### src/rtl/pong_match_if.sv
`default_nettype none
// ============================================================================
//  Module   : pong_match_if
//  Purpose  : Signal bundle between the Pong match controller and the rest of
//             the game (paddle/ball controllers, draw and score display).
//  Ports    : frame_tick, start, ball_x, ball_y, p1_paddle_y, p2_paddle_y
//             flow into the controller; state, running, ball_reset,
//             serve_dir, p1_score, p2_score and winner flow out of it.
//             modport slave  - the match controller
//             modport master - whoever drives the game inputs
//  Revision : 1.0  initial release
// ============================================================================
interface pong_match_if #(
    parameter int SCORE_W = 4
);
    logic               frame_tick;
    logic               start;
    logic [5:0]         ball_x;
    logic [5:0]         ball_y;
    logic [5:0]         p1_paddle_y;
    logic [5:0]         p2_paddle_y;
    logic [2:0]         state;
    logic               running;
    logic               ball_reset;
    logic               serve_dir;
    logic [SCORE_W-1:0] p1_score;
    logic [SCORE_W-1:0] p2_score;
    logic [1:0]         winner;

    modport master (
        output frame_tick, start, ball_x, ball_y, p1_paddle_y, p2_paddle_y,
        input  state, running, ball_reset, serve_dir, p1_score, p2_score, winner
    );

    modport slave (
        input  frame_tick, start, ball_x, ball_y, p1_paddle_y, p2_paddle_y,
        output state, running, ball_reset, serve_dir, p1_score, p2_score, winner
    );
endinterface
`default_nettype wire

### src/rtl/pong_match_ctrl.sv
`default_nettype none
// ============================================================================
//  Module   : pong_match_ctrl
//  Purpose  : Pong match sequencer IDLE/SERVE/RUNNING/POINT/GAME_OVER. Keeps
//             both scores, detects misses against the paddle extents and
//             declares a winner (first-to-N or win-by-two). Timing of the
//             serve delay and point hold is counted in video frames.
//  Ports    : clock      - pixel clock
//             reset_n    - asynchronous active-low reset
//             bus        - pong_match_if.slave (game inputs, state/score outs)
//  Revision : 1.0  initial release
// ============================================================================
module pong_match_ctrl #(
    parameter int GAME_WIDTH    = 40,
    parameter int GAME_HEIGHT   = 30,
    parameter int PADDLE_HEIGHT = 6,
    parameter int SCORE_LIMIT   = 9,
    parameter int SCORE_W       = 4,
    parameter int WIN_BY_TWO    = 0,
    parameter int SERVE_FRAMES  = 60,
    parameter int HOLD_FRAMES   = 30
) (
    input  wire logic   clock,
    input  wire logic   reset_n,
    pong_match_if.slave bus
);

    localparam logic [2:0] S_IDLE      = 3'd0;
    localparam logic [2:0] S_SERVE     = 3'd1;
    localparam logic [2:0] S_RUNNING   = 3'd2;
    localparam logic [2:0] S_POINT     = 3'd3;
    localparam logic [2:0] S_GAME_OVER = 3'd4;

    localparam int CNT_MAX = (SERVE_FRAMES > HOLD_FRAMES) ? SERVE_FRAMES : HOLD_FRAMES;
    localparam int CNT_W   = $clog2(CNT_MAX + 1);

    localparam logic [CNT_W-1:0]   C_SERVE_LAST = CNT_W'(SERVE_FRAMES - 1);
    localparam logic [CNT_W-1:0]   C_HOLD_LAST  = CNT_W'(HOLD_FRAMES - 1);
    localparam logic [SCORE_W:0]   C_LIMIT      = (SCORE_W+1)'(SCORE_LIMIT);
    localparam logic [SCORE_W-1:0] C_LIMIT_M1   = SCORE_W'(SCORE_LIMIT - 1);
    localparam logic [6:0]         C_P2_COL     = 7'(GAME_WIDTH - 1);
    localparam logic [6:0]         C_PAD_SPAN   = 7'(PADDLE_HEIGHT - 1);

    // Parameter sanity: coordinates are 6 bits and scores must hold the limit.
    if (SCORE_LIMIT < 2 || (1 << SCORE_W) <= SCORE_LIMIT || GAME_WIDTH > 64 ||
        GAME_HEIGHT > 64 || SERVE_FRAMES < 1 || HOLD_FRAMES < 1) begin : g_param_error
        $error("pong_match_ctrl: illegal parameter set");
    end

    logic [2:0]         r_state,      w_state_nx;
    logic [CNT_W-1:0]   r_cnt,        w_cnt_nx;
    logic [SCORE_W-1:0] r_p1,         w_p1_nx;
    logic [SCORE_W-1:0] r_p2,         w_p2_nx;
    logic [1:0]         r_winner,     w_winner_nx;
    logic               r_serve_dir,  w_serve_dir_nx;
    logic               r_ball_reset;

    // Miss detection in 7 bits so paddle_y+PADDLE_HEIGHT-1 cannot wrap.
    logic [6:0] w_bx, w_by, w_p1_top, w_p2_top, w_p1_bot, w_p2_bot;
    logic       w_p1_miss, w_p2_miss;

    assign w_bx     = {1'b0, bus.ball_x};
    assign w_by     = {1'b0, bus.ball_y};
    assign w_p1_top = {1'b0, bus.p1_paddle_y};
    assign w_p2_top = {1'b0, bus.p2_paddle_y};
    assign w_p1_bot = w_p1_top + C_PAD_SPAN;
    assign w_p2_bot = w_p2_top + C_PAD_SPAN;

    assign w_p2_miss = (w_bx == C_P2_COL) && ((w_by < w_p2_top) || (w_by > w_p2_bot));
    assign w_p1_miss = (w_bx == 7'd0)     && ((w_by < w_p1_top) || (w_by > w_p1_bot));

    // Post-increment scores, one bit wider so the win compare never wraps.
    logic [SCORE_W:0] w_p1_inc, w_p2_inc;
    logic             w_p1_wins, w_p2_wins, w_p1_deuce, w_p2_deuce;

    assign w_p1_inc = {1'b0, r_p1} + (SCORE_W+1)'(1);
    assign w_p2_inc = {1'b0, r_p2} + (SCORE_W+1)'(1);

    assign w_p1_wins = (WIN_BY_TWO != 0)
                     ? ((w_p1_inc >= C_LIMIT) && (w_p1_inc >= {1'b0, r_p2} + (SCORE_W+1)'(2)))
                     : (w_p1_inc == C_LIMIT);
    assign w_p2_wins = (WIN_BY_TWO != 0)
                     ? ((w_p2_inc >= C_LIMIT) && (w_p2_inc >= {1'b0, r_p1} + (SCORE_W+1)'(2)))
                     : (w_p2_inc == C_LIMIT);

    // Deuce: both at the limit would be reached; pull both back one point so
    // the scores stay bounded however long the rally of points lasts.
    assign w_p1_deuce = (WIN_BY_TWO != 0) && (w_p1_inc == C_LIMIT) && ({1'b0, r_p2} == C_LIMIT);
    assign w_p2_deuce = (WIN_BY_TWO != 0) && (w_p2_inc == C_LIMIT) && ({1'b0, r_p1} == C_LIMIT);

    // State and datapath register.
    always_ff @(posedge clock or negedge reset_n) begin
        if (!reset_n) begin
            r_state      <= S_IDLE;
            r_cnt        <= '0;
            r_p1         <= '0;
            r_p2         <= '0;
            r_winner     <= 2'd0;
            r_serve_dir  <= 1'b0;
            r_ball_reset <= 1'b0;
        end else begin
            r_state      <= w_state_nx;
            r_cnt        <= w_cnt_nx;
            r_p1         <= w_p1_nx;
            r_p2         <= w_p2_nx;
            r_winner     <= w_winner_nx;
            r_serve_dir  <= w_serve_dir_nx;
            r_ball_reset <= (w_state_nx == S_SERVE) && (r_state != S_SERVE);
        end
    end

    // Next-state and next-datapath logic.
    always_comb begin
        w_state_nx     = r_state;
        w_cnt_nx       = r_cnt;
        w_p1_nx        = r_p1;
        w_p2_nx        = r_p2;
        w_winner_nx    = r_winner;
        w_serve_dir_nx = r_serve_dir;

        case (r_state)
            S_IDLE, S_GAME_OVER: begin
                if (bus.start) begin
                    w_state_nx     = S_SERVE;
                    w_p1_nx        = '0;
                    w_p2_nx        = '0;
                    w_winner_nx    = 2'd0;
                    w_serve_dir_nx = 1'b1;
                end
            end
            S_SERVE: begin
                if (bus.frame_tick) begin
                    if (r_cnt == C_SERVE_LAST) w_state_nx = S_RUNNING;
                    else                       w_cnt_nx   = r_cnt + CNT_W'(1);
                end
            end
            S_RUNNING: begin
                // P2 missing takes priority when both columns coincide.
                if (w_p2_miss) begin
                    w_serve_dir_nx = 1'b1;
                    if (w_p1_wins) begin
                        w_state_nx  = S_GAME_OVER;
                        w_p1_nx     = w_p1_inc[SCORE_W-1:0];
                        w_winner_nx = 2'd1;
                    end else if (w_p1_deuce) begin
                        w_state_nx = S_POINT;
                        w_p1_nx    = C_LIMIT_M1;
                        w_p2_nx    = C_LIMIT_M1;
                    end else begin
                        w_state_nx = S_POINT;
                        w_p1_nx    = w_p1_inc[SCORE_W-1:0];
                    end
                end else if (w_p1_miss) begin
                    w_serve_dir_nx = 1'b0;
                    if (w_p2_wins) begin
                        w_state_nx  = S_GAME_OVER;
                        w_p2_nx     = w_p2_inc[SCORE_W-1:0];
                        w_winner_nx = 2'd2;
                    end else if (w_p2_deuce) begin
                        w_state_nx = S_POINT;
                        w_p1_nx    = C_LIMIT_M1;
                        w_p2_nx    = C_LIMIT_M1;
                    end else begin
                        w_state_nx = S_POINT;
                        w_p2_nx    = w_p2_inc[SCORE_W-1:0];
                    end
                end
            end
            S_POINT: begin
                if (bus.frame_tick) begin
                    if (r_cnt == C_HOLD_LAST) w_state_nx = S_SERVE;
                    else                      w_cnt_nx   = r_cnt + CNT_W'(1);
                end
            end
            default: w_state_nx = S_IDLE;
        endcase

        // Counter restarts on every state change; a tick on that cycle is dropped.
        if (w_state_nx != r_state) w_cnt_nx = '0;
    end

    // Output decode.
    always_comb begin
        bus.state      = r_state;
        bus.running    = (r_state == S_RUNNING);
        bus.ball_reset = r_ball_reset;
        bus.serve_dir  = r_serve_dir;
        bus.p1_score   = r_p1;
        bus.p2_score   = r_p2;
        bus.winner     = r_winner;
    end

endmodule
`default_nettype wire
### src/flat_wrapper.sv
// flat-port wrapper written by rule: the top's interface ports become plain ports
module pong_match_ctrl_flat 
#(
    parameter int GAME_WIDTH    = 40,
    parameter int GAME_HEIGHT   = 30,
    parameter int PADDLE_HEIGHT = 6,
    parameter int SCORE_LIMIT   = 9,
    parameter int SCORE_W       = 4,
    parameter int WIN_BY_TWO    = 0,
    parameter int SERVE_FRAMES  = 60,
    parameter int HOLD_FRAMES   = 30
)
  (clock, reset_n, bus_frame_tick, bus_start, bus_ball_x, bus_ball_y, bus_p1_paddle_y, bus_p2_paddle_y, bus_state, bus_running, bus_ball_reset, bus_serve_dir, bus_p1_score, bus_p2_score, bus_winner);
  pong_match_if #(.SCORE_W(SCORE_W)) bus_i ();
  input  wire logic clock;
  input  wire logic reset_n;
  input wire logic [$bits(bus_i.frame_tick)-1:0] bus_frame_tick;
  input wire logic [$bits(bus_i.start)-1:0] bus_start;
  input wire logic [$bits(bus_i.ball_x)-1:0] bus_ball_x;
  input wire logic [$bits(bus_i.ball_y)-1:0] bus_ball_y;
  input wire logic [$bits(bus_i.p1_paddle_y)-1:0] bus_p1_paddle_y;
  input wire logic [$bits(bus_i.p2_paddle_y)-1:0] bus_p2_paddle_y;
  output wire logic [$bits(bus_i.state)-1:0] bus_state;
  output wire logic [$bits(bus_i.running)-1:0] bus_running;
  output wire logic [$bits(bus_i.ball_reset)-1:0] bus_ball_reset;
  output wire logic [$bits(bus_i.serve_dir)-1:0] bus_serve_dir;
  output wire logic [$bits(bus_i.p1_score)-1:0] bus_p1_score;
  output wire logic [$bits(bus_i.p2_score)-1:0] bus_p2_score;
  output wire logic [$bits(bus_i.winner)-1:0] bus_winner;
  assign bus_i.frame_tick = bus_frame_tick;
  assign bus_i.start = bus_start;
  assign bus_i.ball_x = bus_ball_x;
  assign bus_i.ball_y = bus_ball_y;
  assign bus_i.p1_paddle_y = bus_p1_paddle_y;
  assign bus_i.p2_paddle_y = bus_p2_paddle_y;
  assign bus_state = bus_i.state;
  assign bus_running = bus_i.running;
  assign bus_ball_reset = bus_i.ball_reset;
  assign bus_serve_dir = bus_i.serve_dir;
  assign bus_p1_score = bus_i.p1_score;
  assign bus_p2_score = bus_i.p2_score;
  assign bus_winner = bus_i.winner;
  pong_match_ctrl #(.GAME_WIDTH(GAME_WIDTH), .GAME_HEIGHT(GAME_HEIGHT), .PADDLE_HEIGHT(PADDLE_HEIGHT), .SCORE_LIMIT(SCORE_LIMIT), .SCORE_W(SCORE_W), .WIN_BY_TWO(WIN_BY_TWO), .SERVE_FRAMES(SERVE_FRAMES), .HOLD_FRAMES(HOLD_FRAMES)) u_core (.clock(clock), .reset_n(reset_n), .bus(bus_i));
endmodule
### config.mk
export PLATFORM = sky130hd
export DESIGN_NAME = pong_match_ctrl_flat
export DESIGN_NICKNAME = d
export VERILOG_FILES = /design/src/rtl/pong_match_if.sv /design/src/rtl/pong_match_ctrl.sv /design/src/flat_wrapper.sv
export SDC_FILE = /design/constraint.sdc
export NUM_CORES = 1
export LEC_CHECK = 0
export BUFFER_PORTS_ARGS = -buffer_cell sky130_fd_sc_hd__clkbuf_2
export CAP_MARGIN = 0
export CORE_ASPECT_RATIO = 1.1
export CORE_UTILIZATION = 28
export DETAILED_ROUTE_END_ITERATION = 6
export PLACE_DENSITY = 0.53
export SLEW_MARGIN = 20
export SYNTH_ARGS = -nofsm -noshare
export SYNTH_HDL_FRONTEND = slang
export SYNTH_SLANG_ARGS = --single-unit
### constraint.sdc
create_clock -name clock -period 2.1 [get_ports clock]
set_input_delay 0.21 -clock clock [delete_from_list [all_inputs] [get_ports clock]]
set_output_delay 0.21 -clock clock [all_outputs]
set_load 0.01 [all_outputs]
==> reports/results.md, run 1 <==
| Item | Reported |
|:---|:---|
| Result of the run | completed |
| Height of the chip | 90.9 um |
| Unique masters post-synth | 47 |
| Hold WC Path Type | in -> reg |
| Endpoint arrival time on the critical path | 2.24 ns |
| Worst vdd rail ir drop | 0.000305 V |
| Critical path required time | 2.28 ns |
| CTS tree | yes |
| Power Total | 1.19 mW |
| CTS sink cnt | 21 |
| Nets in the synthesized netlist | 288 |
| Die span in x | 82.8 um |
| Congestion Overflow GR | 0 |
| Finish-stage setup viols | 0 |
| Num ports | 44 |
| Dominant register cell in the synthesized netlist | sky130_fd_sc_hd__dfrtp_1 |
| Fraction of post-synthesis cell area in the top cell type by area | 26.1% |
| Number of antenna violations at the first check in global routing | 0 |
| N_diodes | 0 |
| Overall routed net length | 4570 um |
| Global-route wire length before repair | 8150 um |
| Tightest slew margin relative to the limit | 65.6% |
| Flop and latch count out of synthesis | 21 |
| Number of levels in the clock H-tree | 1 |
| Transition time of the tightest slew-check pin | 0.517 ns |
| Share of flip-flops with an asynchronous set or reset | 100% |
| Cell types with the largest area share after synthesis | sky130_fd_sc_hd__dfrtp_1 (26%), sky130_fd_sc_hd__ha_1 (20%), sky130_fd_sc_hd__xnor2_1 (4.8%), sky130_fd_sc_hd__nand2_1 (4.5%), sky130_fd_sc_hd__inv_1 (4.3%) |
| Final count of hold timing violations | 0 |
| Input/output buffers | 43 |
| Share of post-route cells with drive strength above 1 | 35.6% |
| Leakage Power | 1.34 nW |
| Number of flops mapped to enable cells by yosys | 0 |
| Antenna viol nets, final | 0 |
| Number of vias after detailed routing | 1844 |
| Vias/cell | 4.75 |
| Nets | 364 |
| Synth-to-Final Area Change | 34.9% |
| Number of placed cells counting well taps | 380 |
| Clk root buf | sky130_fd_sc_hd__clkbuf_8 |
| Hpwl dp | 3940 um |
| Average footprint of a synthesized cell | 8.82 um^2 |
| Worst Setup Path Type | in -> reg |
| Global-route total usage across every layer | 13.1% |
| Net Switching | 0.400 mW |
| RePlAce Congestion | 0.822 |
| Maximum number of pins on one net before global-route repair | 22 |
| Max-capacitance violation count | 0 |
| Clock insertion delay at the later pin of the skew report | 0.25 ns |
| Switching part of the total | 33.5% |
| Element type at the critical path start | input pin |
| Post-route insts no fill | 388 |
| Count of synthesis-stage warnings from yosys | 0 |
| Internal reg-to-reg setup slack | 0.20 ns |
| Sequential group share of total power | 42.4% |
| Worst hold margin | 0.318 ns |
| Commonest non-fill, non-tap cells in the layout | sky130_fd_sc_hd__clkbuf_2 (39), sky130_fd_sc_hd__ha_1 (30), sky130_fd_sc_hd__buf_4 (27) |
| Category of the worst setup path capture point | register |
| Netlist area before placement | 2010 um^2 |
| Min Tclk post-route | 2.06 ns |
| Clock edge transition at the registers on the reported setup and hold paths | 0.08 ns |
| Relative contribution of combinational cells to total power | 35.9% |
| Cells after synthesis | 228 |
| Worst setup skew after layout | 0.00118 ns |
| Die Footprint | 7530 um^2 |
| Cell taking the most area after synthesis | sky130_fd_sc_hd__dfrtp_1 |
| # DRC | 0 |
| Maximum clock frequency | 0.486 GHz |
| Setup repair after global routing missed its margin | yes |
| Starting density of the core | 28.9% |
| Number of global-route vias before repair | 1854 |
| Number of placement rows | 32 |
| Standard cell core area | 6970 um^2 |
| Iteration-0 DRC Markers | 80 |
| Final number of max-transition violations | 0 |
| Int Pwr | 0.792 mW |
| Pwr dens | 439 nW/um^2 |
| Top fanout value on the critical path | 6 |
| Most common cell after layout, fill and taps aside | sky130_fd_sc_hd__clkbuf_2 |
| Maximum count of clock buffers along a single path | 2 |
| Num CTS Buffers | 3 |
| Ratio of final minimum period to clock period | 98.0% |
| Wire length per cell after detailed routing | 11.8 um |
| Clock Power Share | 21.8% |
| TritonRoute pass-1 iters | 3 |
| Part of the Yosys area used for sequential elements | 26.1% |
==> final timing paths <==
| check | cells after the start | end | start |
|---|---|---|---|
| worst min-delay path | 3 | u_core.bus.state[2] | bus_start |
| max in group asynchronous | 2 | u_core.bus.winner[0] | reset_n |
| worst max register to register | 6 | u_core.r_cnt[1] | u_core.r_cnt[0] |
| min in group asynchronous | 2 | u_core.bus.winner[1] | reset_n |
| worst min register to register | 2 | u_core.bus.serve_dir | u_core.bus.serve_dir |
| worst max-delay path | 11 | u_core.r_cnt[0] | bus_p2_paddle_y[0] |
==> registers in the layout (all words and copies together) (netlist names) <==
| name | count |
|---|---|
| u_core.r_cnt | 6 |
| u_core.bus.p1_score | 4 |
| u_core.bus.p2_score | 4 |
| u_core.bus.state | 3 |
| u_core.bus.winner | 2 |
| u_core.bus.ball_reset | 1 |
| u_core.bus.serve_dir | 1 |
==> critical path: stages <==
cell	delay [ns]
sky130_fd_sc_hd__buf_8	0.10
sky130_fd_sc_hd__ha_4	0.16
sky130_fd_sc_hd__xor2_1	0.16
sky130_fd_sc_hd__ha_1	0.31
sky130_fd_sc_hd__nand3_1	0.09
sky130_fd_sc_hd__or2_1	0.24
sky130_fd_sc_hd__and3_1	0.16
sky130_fd_sc_hd__a22o_1	0.21
sky130_fd_sc_hd__and2_4	0.17
sky130_fd_sc_hd__a211o_4	0.31
sky130_fd_sc_hd__nor3_2	0.11
==> routing by layer <==
layer  routed length (um)  share of wire (%)  GRT usage (%)  vias to the layer above
met5                    0                  0              0                        -
met4                   29               0.63           3.02                        0
met3                  165                3.6           1.92                        2
met2                 2220                 49           23.2                       32
met1                 2160                 47           16.6                      846
li1                     -                  -              -                      964
==> metrics by stage <==
| step | util, % | setup WS, ns | area (um^2) | setup TNS (ns) |
|---|---|---|---|---|
| finish | 39.0 | 0.0427 | 2710 | 0 |
| global route | 39.0 | -0.110 | 2710 | -0.678 |
| CTS | 38.2 | 0.00791 | 2660 | 0 |
| detailed placement | 36.5 | -0.363 | 2540 | -5.72 |
| global placement | 36.5 | -0.336 | 2540 | -4.98 |
| floorplan | - | -0.0602 | 2050 | -0.361 |
==> cell usage after synthesis (7+ instances only) <==
cell,instances
sky130_fd_sc_hd__a21oi_1,9
sky130_fd_sc_hd__dfrtp_1,21
sky130_fd_sc_hd__ha_1,32
sky130_fd_sc_hd__inv_1,23
sky130_fd_sc_hd__nand2_1,24
sky130_fd_sc_hd__nor2_1,13
sky130_fd_sc_hd__o21ai_0,7
sky130_fd_sc_hd__xnor2_1,11
==> logic make-up (layout without fill, tap and decap cells) <==
kind of cell               after synthesis  after routing  share of synthesized area [%]
adders and majority gates               32             32                           19.9
xor gates and xnor gates                15             15                           6.53
DFF                                     21             21                           26.1
AOI/OAI and AO/OA                       46             46                           16.4
buffers and inverters                   24             99                           4.85
muxes                                    2              2                           1.12
and+or+nand+nor                         88             88                           25.1
==> area by class of cell <==
type | instances | area, um^2
fillers | 747 | 4250
multi-input cells | 183 | 1490
flip-flops and latches | 21 | 526
repair buffers | 72 | 459
well taps | 85 | 106
inverters | 23 | 86.3
clock buffers | 3 | 41.3
clock inverters | 1 | 5.00
==> repair_timing <==
action	4_1_cts	5_1_grt
hold buffers	1	0
pin swaps	6	11
buffers inserted	2	1
endpoints found under the hold margin	21	0
endpoints found under the setup margin	13	17
resized for setup	7	13
==> power groups by stage <==
stage	Clock, mW	Combinational (mW)	Sequential (mW)
after floorplan	0	0.267	0.505
after global placement	0	0.404	0.512
after detailed placement	0	0.410	0.513
after CTS	0.272	0.425	0.505
after global routing	0.288	0.488	0.516
final	0.260	0.427	0.505
No activity file was read; power rests on OpenSTA's default activity.
==> run 2, diff against run 1 <==
- SKIP_LAST_GASP: unset -> 1
- clock period: 2.1 -> 2.6 ns (I/O delays scaled with it)
==> reports/results.md, run 2 (synthesized netlist as in run 1, its figures left out) <==
| Item | Reported |
|:---|:---|
| Sum of negative setup slack | 0 ns |
| Setup repair after global routing missed its margin | no |
| Congestion Overflow GR | 0 |
| Num ports | 44 |
| Result of the run | completed |
| Starting density of the core | 28.9% |
| Clock insertion delay at the later pin of the skew report | 0.26 ns |
| Clock edge transition at the registers on the reported setup and hold paths | 0.08 ns |
| Pwr dens | 380 nW/um^2 |
| Standard cell core area | 6970 um^2 |
| Final number of max-transition violations | 0 |
| Category of the worst setup path capture point | register |
| Tightest slew margin relative to the limit | 64.5% |
| Die span in x | 82.8 um |
| Element type at the critical path start | input pin |
| Sequence of cells on the critical path | clkbuf_2 -> ha_1 -> o21ai_0 -> xnor2_1 -> ha_1 -> o21a_1 -> o32ai_1 -> nor3_1 -> a21oi_2 -> o21ai_1 -> a211o_4 -> nor3_2 |
| Num CTS Buffers | 3 |
| Start point of the critical path | bus_p1_paddle_y[0] |
| Input/output buffers | 43 |
| Share of post-route cells with drive strength above 1 | 26.2% |
| Die Footprint | 7530 um^2 |
| Synth-to-Final Area Change | 22.3% |
| Sequential standard cell area | 526 um^2 |
| Reg with most FFs | u_core.r_cnt |
| Global-route total usage across every layer | 12.2% |
| Critical path required time | 2.79 ns |
| Maximum clock frequency | 0.432 GHz |
| Height of the chip | 90.9 um |
| Wire length per cell after detailed routing | 12.2 um |
| Overall routed net length | 4510 um |
| Number of levels in the clock H-tree | 1 |
| Max stage delay on crit path | 0.37 ns |
| Leakage Power | 1.24 nW |
| Number of vias after detailed routing | 1803 |
| Most common cell after layout, fill and taps aside | sky130_fd_sc_hd__clkbuf_2 |
| Max-capacitance violation count | 0 |
| Finish-stage setup viols | 0 |
| Commonest non-fill, non-tap cells in the layout | sky130_fd_sc_hd__clkbuf_2 (43), sky130_fd_sc_hd__ha_1 (32), sky130_fd_sc_hd__nand2_1 (24) |
| Post-CTS Repair Setup Buffers | 0 |
| Startpoint of the lowest-slack register-to-register path | u_core.r_cnt[0] |
| Number of placement rows | 32 |
| Hpwl dp | 3850 um |
| Final cell area excluding filler cells | 2460 um^2 |
| Endpoint arrival time on the critical path | 2.50 ns |
| Cell with the most instances on the worst path | sky130_fd_sc_hd__ha_1 |
| Antenna viol nets, final | 0 |
| Clk root buf | sky130_fd_sc_hd__clkbuf_8 |
| Post-route setup slack | 0.283 ns |
| Hold WC Path Type | in -> reg |
| Fillers | 752 |
| Nets | 347 |
| Min Tclk post-route | 2.32 ns |
| Worst Setup Path Type | in -> reg |
| Power Total | 0.935 mW |
| Top fanout value on the critical path | 6 |
| Placed cell areas | 2400 um^2 |
| Final count of hold timing violations | 0 |
| Worst vdd rail ir drop | 0.000201 V |
| Global-route wire length before repair | 7600 um |
| Number of antenna violations at the first check in global routing | 0 |
| Maximum number of pins on one net before global-route repair | 22 |
| TritonRoute pass-1 iters | 4 |
| Slowest cell on crit path | sky130_fd_sc_hd__a211o_4 |
| Maximum count of clock buffers along a single path | 2 |
| HP Start | bus_start |
| # DRC | 0 |
| N_diodes | 0 |
| Worst setup skew after layout | 0.00239 ns |
| CTS tree | yes |
| Iteration-0 DRC Markers | 63 |
| Number of global-route vias before repair | 1697 |
| Vias/cell | 4.86 |
| Multi-input logic area | 1390 um^2 |
| CTS sink cnt | 21 |
| RePlAce Congestion | 0.772 |
| Worst setup slack after placement | 0.00233 ns |
| Transition time of the tightest slew-check pin | 0.532 ns |
| Ratio of final minimum period to clock period | 89.1% |
| Number of flip-flops under the largest register name | 6 |
run 2: cell count changes in the layout (fill, tap and decap cells not counted), sizes merged:
cell	change
buf	-21
clkbuf	+5
clkinv	-1
run 2: worst paths after layout:
path	to	slack, ns	cells after the start
worst max-delay path	u_core.r_cnt[5]	0.28	12
worst min-delay path	u_core.bus.winner[1]	0.36	3
worst max register to register	u_core.r_cnt[5]	0.64	6
worst min register to register	u_core.bus.serve_dir	0.50	2
max in group asynchronous	u_core.bus.state[1]	1.74	2
min in group asynchronous	u_core.bus.ball_reset	0.51	2
run 2: layout make-up:
type	instances	share of cell area, %
well taps	85	4.32
repair buffers	55	12.5
flip-flops and latches	21	21.4
multi-input cells	183	56.5
clock buffers	4	1.83
inverters	23	3.51
run 2: per-stage QoR:
stage / util, % / hold WS [ns] / instances
3_5_place_dp: 34.5 / 0.267 / 366
5_1_grt: 35.3 / 0.376 / 371
3_3_place_gp: 34.5 / 0.271 / 366
6_report: 35.3 / 0.364 / 371
4_1_cts: 35.3 / 0.361 / 371
2_1_floorplan: - / -0.0356 / 228
run 2: where the power goes:
| part | switching (mW) | total [mW] | leakage, nW | internal (mW) |
|---|---|---|---|---|
| logic | 0.166 | 0.310 | 0.936 | 0.145 |
| registers | 0.0442 | 0.407 | 0.279 | 0.363 |
| clock network | 0.108 | 0.217 | 0.0228 | 0.109 |
run 2: what timing repair did:
item / CTS / global route
endpoints found under the setup margin: 0 / 0
endpoints found under the hold margin: 21 / 0
hold buffers: 1 / 0
gates resized for setup: 0 / 0
run 2: per-layer routing:
metal | part of all wire, % | wire length [um] | global-route usage (%)
met5 | 0 | 0 | 0
met4 | 0.80 | 36 | 3.16
met3 | 3.5 | 160 | 1.55
met2 | 45 | 2030 | 19.7
met1 | 51 | 2280 | 17.1
run 2: worst max-delay path: cells and delay by family:
| kind | cells | cell delay, ns |
|---|---|---|
| compound gates | 6 | 1.27 |
| xor+xnor | 1 | 0.15 |
| fa+ha+maj | 2 | 0.46 |
| buf+inv | 1 | 0.10 |
| simple gates | 2 | 0.26 |
